$ cat config.mk
export PLATFORM = sky130hd
export DESIGN_NAME = error_fix_pipe
export DESIGN_NICKNAME = d
export VERILOG_FILES = /design/src/rtl/ecc_fix_pkg.sv /design/src/rtl/syn_to_mask.sv /design/src/rtl/error_fix_pipe.sv
export SDC_FILE = /design/constraint.sdc
export NUM_CORES = 1
export LEC_CHECK = 0
export BUFFER_PORTS_ARGS = -buffer_cell sky130_fd_sc_hd__buf_2
export CORE_MARGIN = 3
export CORE_UTILIZATION = 45
export CTS_BUF_LIST = sky130_fd_sc_hd__clkbuf_4 sky130_fd_sc_hd__clkbuf_8
export CTS_CLUSTER_SIZE = 30
export DETAILED_ROUTE_END_ITERATION = 7
export HOLD_SLACK_MARGIN = 0.15
export PLACE_DENSITY_LB_ADDON = 0.1
export SETUP_SLACK_MARGIN = 0.15
export SYNTH_ARGS = -nofsm -noshare
export SYNTH_HDL_FRONTEND = slang
export SYNTH_SLANG_ARGS = --single-unit
$ cat constraint.sdc
create_clock -name clk -period 1.8 [get_ports clk]
set_input_delay 0.27 -clock clk [delete_from_list [all_inputs] [get_ports clk]]
set_output_delay 0.27 -clock clk [all_outputs]
set_load 0.01 [all_outputs]
$ cat src/rtl/ecc_fix_pkg.sv
`default_nettype none
// ------------------------------------------------------------------
// ecc_fix_pkg : shared encodings and helpers for the error-fix pipe
// Rev 1.0
// ------------------------------------------------------------------
package ecc_fix_pkg;

   typedef enum logic [1:0] {
      MODE_8   = 2'b00,
      MODE_16  = 2'b01,
      MODE_32  = 2'b10,
      MODE_ILL = 2'b11
   } mode_e;

   typedef enum logic [1:0] {
      ST_CLEAN  = 2'b00,
      ST_CORR   = 2'b01,
      ST_UNCORR = 2'b10
   } status_e;

   // The illegal mode reports the full 32-bit width so its data passes unmasked.
   function automatic logic [7:0] width_of(input logic [1:0] mode);
      case (mode)
         MODE_8:  return 8'd8;
         MODE_16: return 8'd16;
         default: return 8'd32;
      endcase
   endfunction

endpackage
`default_nettype wire

$ cat src/rtl/syn_to_mask.sv
`default_nettype none
// ------------------------------------------------------------------
// syn_to_mask : decodes syndrome/error count/mode into flip mask and status
// Rev 1.0
// ------------------------------------------------------------------
module syn_to_mask
   import ecc_fix_pkg::*;
#(
   parameter int CW_MAX    = 32,
   parameter int SYN_WIDTH = 6
) (
   input  logic [SYN_WIDTH-1:0] i_syn,
   input  logic [1:0]           i_nof,
   input  logic [1:0]           i_mode,
   output logic [CW_MAX-1:0]    o_mask,
   output logic [1:0]           o_status,
   output logic [SYN_WIDTH-1:0] o_pos
);

   logic [SYN_WIDTH-1:0] w_idx;
   logic                 w_in_range;

   // Positional Hamming: syndrome s points at bit s-1, zero means no position.
   assign w_idx      = i_syn - SYN_WIDTH'(1);
   assign w_in_range = (i_syn != '0) && (32'(i_syn) <= 32'(width_of(i_mode)));

   always_comb begin
      o_mask   = '0;
      o_status = ST_CLEAN;
      o_pos    = '0;
      if (i_mode == MODE_ILL) begin
         o_status = ST_UNCORR;
      end else begin
         case (i_nof)
            2'd0: o_status = ST_CLEAN;
            2'd1: begin
               if (w_in_range) begin
                  o_mask   = CW_MAX'(1) << w_idx;
                  o_status = ST_CORR;
                  o_pos    = w_idx;
               end else begin
                  o_status = ST_UNCORR;
               end
            end
            default: o_status = ST_UNCORR;
         endcase
      end
   end

endmodule
`default_nettype wire

$ cat src/rtl/error_fix_pipe.sv
`default_nettype none
// ------------------------------------------------------------------
// error_fix_pipe : two-stage single-error corrector with valid/ready and stats
// Rev 1.0
// ------------------------------------------------------------------
module error_fix_pipe
   import ecc_fix_pkg::*;
#(
   parameter int CW_MAX    = 32,
   parameter int SYN_WIDTH = 6,
   parameter int CNT_WIDTH = 16
) (
   input  logic                 clk,
   input  logic                 rst,
   input  logic                 in_valid,
   output logic                 in_ready,
   input  logic [CW_MAX-1:0]    in_data,
   input  logic [SYN_WIDTH-1:0] in_syn,
   input  logic [1:0]           in_nof,
   input  logic [1:0]           in_mode,
   output logic                 out_valid,
   input  logic                 out_ready,
   output logic [CW_MAX-1:0]    out_data,
   output logic [1:0]           out_status,
   output logic [SYN_WIDTH-1:0] out_pos,
   input  logic                 cnt_clr,
   output logic [CNT_WIDTH-1:0] corr_cnt,
   output logic [CNT_WIDTH-1:0] uncorr_cnt
);

   logic [CW_MAX-1:0]    w_mask;
   logic [1:0]           w_status;
   logic [SYN_WIDTH-1:0] w_pos;
   logic [CW_MAX-1:0]    w_dmask;
   logic                 w_s1_load;
   logic                 w_s2_load;
   logic                 w_out_hs;

   logic                 r_s1_valid;
   logic [CW_MAX-1:0]    r_s1_data;
   logic [CW_MAX-1:0]    r_s1_mask;
   logic [1:0]           r_s1_status;
   logic [SYN_WIDTH-1:0] r_s1_pos;

   logic                 r_s2_valid;
   logic [CW_MAX-1:0]    r_s2_data;
   logic [1:0]           r_s2_status;
   logic [SYN_WIDTH-1:0] r_s2_pos;

   logic [CNT_WIDTH-1:0] r_corr_cnt;
   logic [CNT_WIDTH-1:0] r_uncorr_cnt;

   syn_to_mask #(
      .CW_MAX    (CW_MAX),
      .SYN_WIDTH (SYN_WIDTH)
   ) u_syn_to_mask (
      .i_syn    (in_syn),
      .i_nof    (in_nof),
      .i_mode   (in_mode),
      .o_mask   (w_mask),
      .o_status (w_status),
      .o_pos    (w_pos)
   );

   always_comb begin
      w_dmask = '0;
      for (int i = 0; i < CW_MAX; i++) begin
         w_dmask[i] = (i < int'(width_of(in_mode)));
      end
   end

   assign w_s2_load = !r_s2_valid || out_ready;
   assign w_s1_load = !r_s1_valid || w_s2_load;
   assign w_out_hs  = r_s2_valid && out_ready;
   assign in_ready  = w_s1_load;

   always_ff @(posedge clk or negedge rst) begin
      if (!rst) begin
         r_s1_valid  <= 1'b0;
         r_s1_data   <= '0;
         r_s1_mask   <= '0;
         r_s1_status <= '0;
         r_s1_pos    <= '0;
      end else if (w_s1_load) begin
         r_s1_valid <= in_valid;
         if (in_valid) begin
            r_s1_data   <= in_data & w_dmask;
            r_s1_mask   <= w_mask;
            r_s1_status <= w_status;
            r_s1_pos    <= w_pos;
         end
      end
   end

   // Output registers only change on a load carrying a word, so they hold under stall.
   always_ff @(posedge clk or negedge rst) begin
      if (!rst) begin
         r_s2_valid  <= 1'b0;
         r_s2_data   <= '0;
         r_s2_status <= '0;
         r_s2_pos    <= '0;
      end else if (w_s2_load) begin
         r_s2_valid <= r_s1_valid;
         if (r_s1_valid) begin
            r_s2_data   <= r_s1_data ^ r_s1_mask;
            r_s2_status <= r_s1_status;
            r_s2_pos    <= r_s1_pos;
         end
      end
   end

   always_ff @(posedge clk or negedge rst) begin
      if (!rst) begin
         r_corr_cnt   <= '0;
         r_uncorr_cnt <= '0;
      end else if (cnt_clr) begin
         r_corr_cnt   <= '0;
         r_uncorr_cnt <= '0;
      end else if (w_out_hs) begin
         if (r_s2_status == ST_CORR && r_corr_cnt != {CNT_WIDTH{1'b1}}) begin
            r_corr_cnt <= r_corr_cnt + CNT_WIDTH'(1);
         end
         if (r_s2_status == ST_UNCORR && r_uncorr_cnt != {CNT_WIDTH{1'b1}}) begin
            r_uncorr_cnt <= r_uncorr_cnt + CNT_WIDTH'(1);
         end
      end
   end

   assign out_valid  = r_s2_valid;
   assign out_data   = r_s2_data;
   assign out_status = r_s2_status;
   assign out_pos    = r_s2_pos;
   assign corr_cnt   = r_corr_cnt;
   assign uncorr_cnt = r_uncorr_cnt;

endmodule
`default_nettype wire
Word-level counts from Yosys, hierarchy flattened:

Cells that the tools add are included.
W data, S select, Z words.

* register bits after elaboration: 146
* output and inout port bits: 74
* logic and storage cells: 91

* add/subtract/negate cells: 3
* order comparisons: 33
* equal/unequal tests: 7
* shifts and indexed selects: 1
* muxes and demuxes: 16
* bitwise logic cells: 2
* reduce and logical (&&, ||, !) cells: 18

Operators with widths (number)
* $lt A5 B8 Y1 const A: 16
* $mux W16: 6
* $mux W32: 3
* $lt A4 B8 Y1 const A: 8
* $add A16 B1 Y16 const B: 2
* $and A32 B32 Y32: 1
* $lt A3 B8 Y1 const A: 4
* $ne A16 B16 Y1 const B: 2
* $shl A1 B6 Y32 const A: 1
* $xor A32 B32 Y32: 1
* $mux W6: 3
* $lt A1 B8 Y1 const A: 2
* $lt A2 B8 Y1 const A: 2
* $pmux W6 S2: 1
* $reduce_and A2 Y1: 4
* $eq A2 B1 Y1 const B: 3
* $le A6 B6 Y1: 1
* $reduce_bool A2 Y1: 3
* $reduce_bool A6 Y1: 1
* $sub A6 B1 Y6 const B: 1
* $eq A2 B2 Y1 const B: 2
* $logic_and A1 B1 Y1: 4
* $logic_not A2 Y1: 2
* $mux W2: 2
* other kinds (3): 5

Depth between registers and ports, before layout:

Gate-level depths: netlist of the first run.

* word-level depth: 7
* mapped depth: 12

Hierarchy:

From an unflattened synthesis of the first run, not the netlist that was laid out.

* cells, all modules: 652
* area, all modules: 6920.4 um2

By module, submodules not included
* error_fix_pipe: instances 1, cells each 545, area each 6267.3 um2, sequential area each 3653.5 um2
* syn_to_mask: instances 1, cells each 107, area each 653.1 um2, sequential area each 0.0 um2

Worst setup path before layout of the first run:

OpenSTA, ideal clock, no wires.

* kind: input -> register
* from: input port in_mode[0]
* to: register r_s1_mask[14]
* arrival: 2.190 ns
* data required time: 1.678 ns
* slack: -0.511 ns
* stages: 12
* buffers on the path: 2
* cells stage by stage: nor2_1 > clkinv_1 > ha_1 > clkbuf_1 > inv_1 > ha_1 > nor2b_1 > nand4_1 > a21oi_2 > and3b_1 > buf_2 > a32o_1

* cells in the longest elaborated chain, start to end: 7

Ends and longest elaborated chain
* start, declared: RTL line error_fix_pipe.sv:20 `input logic [1:0] in_mode,`
* $eq A2 B1 Y1 / $logic_not A2 Y1 (equally long branches): RTL line ecc_fix_pkg.sv:23 `case (mode)`
* $pmux W6 S2: RTL line ecc_fix_pkg.sv:23
* $le A6 B6 Y1: RTL line syn_to_mask.sv:25 `assign w_in_range = (i_syn != '0) && (32'(i_syn) <= 32'(width_of(i_mode)));`
* $logic_and A1 B1 Y1: RTL line syn_to_mask.sv:25
* $mux W32: RTL line syn_to_mask.sv:37 `if (w_in_range) begin`
* $mux W32: RTL line syn_to_mask.sv:34 `case (i_nof)`
* $mux W32 *: RTL line syn_to_mask.sv:31 `if (i_mode == MODE_ILL) begin`
* end signal, assigned: RTL line error_fix_pipe.sv:88 `r_s1_mask <= w_mask;`
* end, declared: RTL line error_fix_pipe.sv:41 `logic [CW_MAX-1:0] r_s1_mask;`

Every way passes the cells marked *; elsewhere a longest branch is shown, timed or not.
A chain may end at the register's enable or synchronous reset.

Worst setup path in the final report of the first run:

* from: register r_corr_cnt[1] (netlist: corr_cnt[1])
* to: register r_corr_cnt[7] (netlist: corr_cnt[7])

* cells in the longest elaborated chain, start to end: 4

Ends and longest elaborated chain
* start, declared: RTL line error_fix_pipe.sv:50 `logic [CNT_WIDTH-1:0] r_corr_cnt;`
* start signal, assigned: RTL line error_fix_pipe.sv:121 `r_corr_cnt <= r_corr_cnt + CNT_WIDTH'(1);`
* $add A16 B1 Y16 / $ne A16 B16 Y1 (equally long branches): RTL line error_fix_pipe.sv:121, error_fix_pipe.sv:120
* $mux W16 / $logic_and A1 B1 Y1 (equally long branches): RTL line error_fix_pipe.sv:120 `if (r_s2_status == ST_CORR && r_corr_cnt != {CNT_WIDTH{1'b1}}) begin`
* $mux W16 / $reduce_bool A2 Y1 (equally long branches)
* $mux W16 / $reduce_and A2 Y1 (equally long branches)

Parallel ways exist; a longest one is shown, timed or not. The select of a mux whose other input is x is not followed.

==> results of run 1 <==
[power breakdown]
group | internal (mW) | leakage (nW) | switching (mW)
Clock | 1.10 | 0.180 | 1.23
Combinational | 0.611 | 2.04 | 0.680
Sequential | 3.56 | 1.93 | 0.176
Total | 5.27 | 4.15 | 2.08
[placed cells by master, fill, tap and decap left out, types with 5 or more instances in the layout]
cell type                         n
sky130_fd_sc_hd__a21oi_2          6
sky130_fd_sc_hd__a32o_1          10
sky130_fd_sc_hd__buf_12           5
sky130_fd_sc_hd__buf_2          117
sky130_fd_sc_hd__buf_4           57
sky130_fd_sc_hd__buf_6            7
sky130_fd_sc_hd__clkbuf_8        21
sky130_fd_sc_hd__dfrtp_1        138
sky130_fd_sc_hd__dfrtp_2          8
sky130_fd_sc_hd__dlygate4sd3_1   34
sky130_fd_sc_hd__ha_1             7
sky130_fd_sc_hd__inv_1            7
sky130_fd_sc_hd__mux2_2          17
sky130_fd_sc_hd__nand2_1        113
sky130_fd_sc_hd__nand2_2         10
sky130_fd_sc_hd__nand2b_1        12
sky130_fd_sc_hd__nand3_1         10
sky130_fd_sc_hd__nand4_1          9
sky130_fd_sc_hd__nor2_1          39
sky130_fd_sc_hd__o21ai_0         63
sky130_fd_sc_hd__o21ai_1         14
sky130_fd_sc_hd__o21ai_2         15
sky130_fd_sc_hd__xnor2_1         55
sky130_fd_sc_hd__xor2_1          11
[registers in the layout, summed over array words and instances (netlist names), 2 cells and up]
signal       flops
r_s1_data       32
r_s1_pos         6
uncorr_cnt      16
out_data        32
out_status       2
r_s1_mask       32
r_s1_status      2
corr_cnt        16
out_pos          6
[cells by family (layout without fill, tap and decap cells)]
| kind of cell | Yosys count | count (layout) | synth area share, % |
|---|---|---|---|
| flops | 146 | 146 | 54.4 |
| xor+xnor | 66 | 66 | 8.60 |
| buf+inv | 39 | 263 | 2.51 |
| mux | 21 | 21 | 3.46 |
| simple gates | 248 | 248 | 18.3 |
| compound gates | 122 | 122 | 10.7 |
| fa+ha+maj | 11 | 11 | 2.05 |
[stage by stage]
step                      util (%)  hold slack (ns)  setup TNS [ns]  setup slack [ns]  instances
after floorplan                  -          -0.0256           -3.62            -0.186        653
after global placement        55.3            0.150           -7.44            -0.330        980
after detailed placement      55.3            0.158          -11.68            -0.434        980
after CTS                     61.0            0.162               0            0.0835       1052
final                         63.0            0.210               0            0.0968       1061
after global routing          63.0            0.180               0           0.00580       1061
[worst max-delay path, delay by kind of cell (launching register included)]
kind                       cells  cell delay [ns]
buffers and inverters          1             0.15
adders and majority gates      1             0.15
DFF                            1             0.39
AOI/OAI and AO/OA              1             0.14
xor gates and xnor gates       1             0.17
and+or+nand+nor                3             0.57
[path summary, 6_finish.rpt]
kind,start,to,slack [ns],cells past startpoint
max reg2reg,corr_cnt[1],corr_cnt[7],0.1,7
min in group asynchronous,rst,uncorr_cnt[11],0.26,2
min reg2reg,out_data[17],out_data[17],0.48,2
max,corr_cnt[1],corr_cnt[7],0.1,7
max in group asynchronous,rst,out_status[0],0.88,3
min,in_syn[0],r_s1_pos[0],0.21,3
[final cells by class]
| cell class | count | area, sq um |
|---|---|---|
| clock buffers | 21 | 289 |
| clock inverters | 11 | 80.1 |
| fillers | 1185 | 5400 |
| inverters | 9 | 41.3 |
| multi-input cells | 468 | 3310 |
| flip-flops and latches | 146 | 3660 |
| well taps | 184 | 230 |
| repair buffers | 222 | 1570 |
[repair_timing]
item                                   CTS  global route
resized for setup                       21            60
endpoints found under the hold margin  179             0
setup endpoints to repair               58            92
pin swaps                               14            31
buffers inserted                         6             8
hold buffers                            34             0
cloned                                   0             1
[per-layer routing]
layer | up-vias | part of all wire [%] | routed length [um] | track usage [%]
li1 | 2650 | - | - | -
met1 | 2676 | 44 | 7330 | 26.7
met2 | 115 | 51 | 8430 | 33.5
met3 | 19 | 3.4 | 558 | 3.75
met4 | 0 | 1.1 | 189 | 6.49
met5 | - | 0 | 0 | 0
==> results.tsv, run 1 <==
metric	value	unit
status	complete, no violations	
grt_start_max_net_pins	66	
post_drt_via_cell_ratio	5.15	
timing.final.crit_share	94.6	%
post_route_cells_drive_above_1_share	37.3	%
timing.final.crit_period	1.70	ns
first_global_vias	5344	
cp_data_arrival_time	2.00	ns
synthMostInstantiatedCell	sky130_fd_sc_hd__dfrtp_1	
place.gp.congestion	0.804	
netlist-cell-type-count	49	
fp-row-count	44	
grt_pass1_wl	26400	um
worst-path-max-fanout	4	
slowest_stage	sky130_fd_sc_hd__or3_4	
headroom_to_the_max_slew_limit	61.5	%
rsz_0062_raised_after_global_routing	true	
pleak	4.15	nW
edff_count_synth	0	
synth_nets	711	
clock_latency	0.43	ns
die_width	128	um
netlist_instances	653	
die-height	128	um
share_of_yosys_cell_area_claimed_by_the_top_area_cell_type	54.4	%
htreeDepth	4	
setup_violations	0	
top_level_ports	121	
max-clock-path-buffers	2	
io_buffers	120	
post-route-cell-area	9190	sq um
number_of_antenna_violations_at_the_first_check_in_global_routing	0	
ys_top_cells_by_area	sky130_fd_sc_hd__dfrtp_1 54%, sky130_fd_sc_hd__xnor2_1 7.2%, sky130_fd_sc_hd__nand2_1 6.9%, sky130_fd_sc_hd__o21ai_0 6.5%, sky130_fd_sc_hd__mux2_2 3.0%	
cp.required	2.10	ns
route.antenna.remaining_nets	0	
pd_cells	801	nW/um^2
drt_drc_violations_left	0	
max-cap-violations	0	
setup_cp_type	reg2reg	
cts-root-buf	sky130_fd_sc_hd__clkbuf_8	
floorplan.core_area	14600	sq um
totalPowerFinal	7.36	mW
timing.fmax	587	MHz
synth_top_flop_cell	sky130_fd_sc_hd__dfrtp_1	
synth.cell_area	6720	sq um
grt_util_all_layers	20.2	%
route.detailed.wl_per_inst	15.6	um
ys_ff_latch	146	
seq_area_frac_synth	54.4	%
finalNetCount	922	
cp_slowest_stage_delay	0.42	ns
vias	5460	
floorplan.initialDensity	46.0	%
clock_tree_from_tritoncts	built	
final.setup_skew	0.00939	ns
detail_route.iter0.violations	200	
slew_violations	0	
dp_hpwl	11700	um
synth.avg_cell_area	10.3	sq um
synth_warnings	0	
grt_overflow_total	0	
setup.worst_path.end_class	register	
synth_top_cells_by_count	146 x sky130_fd_sc_hd__dfrtp_1, 124 x sky130_fd_sc_hd__nand2_1, 87 x sky130_fd_sc_hd__o21ai_0	
crit_path_start_kind	register	
die_area	16400	sq um
max_slew.worst_pin.slew	0.577	ns
hold_path_class	in2reg	
dpl-instance-area	8070	sq um
clk_slew_on_worst_s_h_paths	0.08	ns
synthToLayoutAreaGrowth	36.7	%
cts_buffers	17	
antenna_cells_inserted	0	
report.final.hold_viol_count	0	
finalWirelength	16500	um
synth_top_area_cell	sky130_fd_sc_hd__dfrtp_1	
clock_sink_count	146	
postSynth.asyncResetShare	100	%
vdd_ir_drop_max	0.508	mV
first_pass_iters	5	
crit_path_cell_trace	ha_4, nand4_4, or3_4, buf_6, o21ai_2, xor2_1, nor2_1	
(Power assumes the default switching activity.)
==> run 2, diff against run 1 <==
Settings changed: ABC_AREA set to 1, CORE_ASPECT_RATIO set to 1.75.
==> results.tsv, run 2 <==
metric	value	unit
grt_start_max_net_pins	56	
grt_overflow_total	0	
post_drt_via_cell_ratio	4.95	
place.gp.congestion	0.892	
finalNetCount	1102	
ys_ff_latch	146	
fp-row-count	59	
synth_mux_area_share	0	%
setup.worst_path.end_class	output port	
totalPowerFinal	7.98	mW
seq_area_frac_synth	52.0	%
clock_latency	0.45	ns
netlist-cell-type-count	31	
rsz_0062_raised_after_global_routing	false	
post_layout_nonfiller_instances	1240	
final.hold.worst_slack	0.250	ns
status	complete, no violations	
dp_hpwl	13500	um
number_of_antenna_violations_at_the_first_check_in_global_routing	0	
timing.fmax	644	MHz
commonest_non_fill_non_tap_cells_in_the_layout	312 x sky130_fd_sc_hd__nand2_1, 146 x sky130_fd_sc_hd__dfrtp_1, 119 x sky130_fd_sc_hd__buf_2, 73 x sky130_fd_sc_hd__o21ai_0, 50 x sky130_fd_sc_hd__nor2_1	
timing.final.crit_share	86.3	%
yosys.area_share.adder	1.96	%
synth_top_cells_by_count	315 x sky130_fd_sc_hd__nand2_1, 146 x sky130_fd_sc_hd__dfrtp_1, 89 x sky130_fd_sc_hd__o21ai_0	
synth_xor_xnor_area_share	5.36	%
grt_util_all_layers	22.9	%
cts_setup_buffers	0	
final.setup_skew	0.0139	ns
finalSetupTns	0	ns
io_buffers	120	
floorplan.core_area	15100	sq um
setup_violations	0	
hold_path_class	in2async	
synth_warnings	0	
postSynth.asyncResetShare	100	%
post_route_cells_drive_above_1_share	22.7	%
first_pass_iters	4	
synth.cell_area	7020	sq um
netlist_instances	845	
synth_top_flop_cell	sky130_fd_sc_hd__dfrtp_1	
report.final.hold_viol_count	0	
cts_buffers	17	
vias	6140	
pd_cells	882	nW/um^2
final_common_cell	sky130_fd_sc_hd__nand2_1	
headroom_to_the_max_slew_limit	62.0	%
clock_tree_from_tritoncts	built	
antenna_cells_inserted	0	
synthSimpleGateAreaFrac	28.0	%
die_width	100	um
cts-root-buf	sky130_fd_sc_hd__clkbuf_8	
share_of_yosys_cell_area_claimed_by_the_top_area_cell_type	52.0	%
route.antenna.remaining_nets	0	
route.detailed.wl_per_inst	14.9	um
max_slew.worst_pin.slew	0.570	ns
synth-compound-area-share	7.93	%
edff_count_synth	0	
place_inst	1171	
max-clock-path-buffers	2	
ys_top_cells_by_area	sky130_fd_sc_hd__dfrtp_1 52%, sky130_fd_sc_hd__nand2_1 17%, sky130_fd_sc_hd__o21ai_0 6.3%, sky130_fd_sc_hd__xnor2_1 4.2%, sky130_fd_sc_hd__nor2_1 2.9%	
first_global_vias	6310	
pleak	4.52	nW
synthMostInstantiatedCell	sky130_fd_sc_hd__nand2_1	
setup_cp_type	in2out	
finalWirelength	18500	um
die_area	17200	sq um
slew_violations	0	
synth_nets	903	
clk_slew_on_worst_s_h_paths	0.09	ns
clock_sink_count	146	
htreeDepth	4	
crit_path_start_kind	input port	
cp.required	1.53	ns
grt_pass1_wl	31000	um
synth_top_family_by_area	simple AND/OR/NAND/NOR gates	
detail_route.iter0.violations	254	
vdd_ir_drop_max	0.533	mV
drt_drc_violations_left	0	
timing.final.crit_period	1.55	ns
synth.avg_cell_area	8.31	sq um
max-cap-violations	0	
synth_top_area_cell	sky130_fd_sc_hd__dfrtp_1	
die-height	171	um
top_level_ports	121	
floorplan.initialDensity	46.6	%
cp_data_arrival_time	1.28	ns
worst-path-max-fanout	4	
synthToLayoutAreaGrowth	28.8	%
## run 2: changes by cell type after synthesis, sizes merged, moves of 9 or more
cell / delta
a32o: -10
inv: +39
mux2: -18
nand2: +198
nand2b: -13
nand3: +27
nand4: +17
nor2: +20
nor4: -9
xnor2: -21
## run 2: metal layers
| metal | track usage (%) | routed length (um) | vias up |
|---|---|---|---|
| met3 | 4.46 | 563 | 34 |
| li1 | - | - | 3112 |
| met4 | 7.57 | 468 | 0 |
| met1 | 25.5 | 7320 | 2865 |
| met2 | 43.1 | 10200 | 129 |
| met5 | 0 | 0 | - |
## run 2: power by group
part | switching [mW] | internal, mW | leakage (nW) | total (mW)
clock | 1.39 | 1.28 | 0.206 | 2.67
combinational | 0.864 | 0.604 | 2.37 | 1.47
sequential | 0.217 | 3.63 | 1.95 | 3.84
total | 2.47 | 5.51 | 4.52 | 7.98
## run 2: kinds of logic (layout without fill, tap and decap cells)
group | count (synthesis) | in the layout
adder cells (fa/ha/maj) | 11 | 11
flip-flops | 146 | 146
AO/OA/AOI/OAI | 104 | 104
XOR/XNOR | 43 | 43
buffers and inverters | 78 | 290
AND/OR/NAND/NOR | 463 | 463
## run 2: what timing repair did
action	in CTS	in global routing
endpoints found under the hold margin	182	0
hold buffers	37	0
endpoints found under the setup margin	17	26
gates resized for setup	2	10
## run 2: final timing paths
check	startpoint	end	slack, ns	cells past startpoint
setup / recovery	out_ready	in_ready	0.25	5
hold / removal	rst	uncorr_cnt[14]	0.25	2
setup reg to reg	corr_cnt[0]	corr_cnt[2]	0.27	10
hold reg to reg	out_pos[3]	out_pos[3]	0.49	2
max in group asynchronous	rst	r_s1_data[29]	0.91	3
min in group clk	in_valid	r_s1_valid	0.27	4
## run 2: layout make-up
type / instances / area, sq um
Clock buffer: 17 / 234
Clock inverter: 15 / 170
Fill cell: 1396 / 6010
Inverter: 50 / 203
Multi-Input combinational cell: 621 / 3120
Sequential cell: 146 / 3650
Tap cell: 183 / 229
Timing Repair Buffer: 208 / 1440
## run 2: worst max-delay path: stages
cell                            delay, ns
sky130_fd_sc_hd__dlygate4sd3_1       0.54
sky130_fd_sc_hd__buf_2               0.13
sky130_fd_sc_hd__inv_1               0.07
sky130_fd_sc_hd__nand3_2             0.10
sky130_fd_sc_hd__buf_2               0.16
## run 2: per-stage QoR
| step | setup slack (ns) | util (%) | area [sq um] |
|---|---|---|---|
| final | 0.246 | 60.1 | 9040 |
| after global routing | 0.149 | 60.1 | 9040 |
| after CTS | 0.154 | 59.9 | 9020 |
| after detailed placement | -0.0728 | 54.7 | 8240 |
| after global placement | -0.0399 | 54.7 | 8240 |
| after floorplan | -0.0299 | - | 7090 |
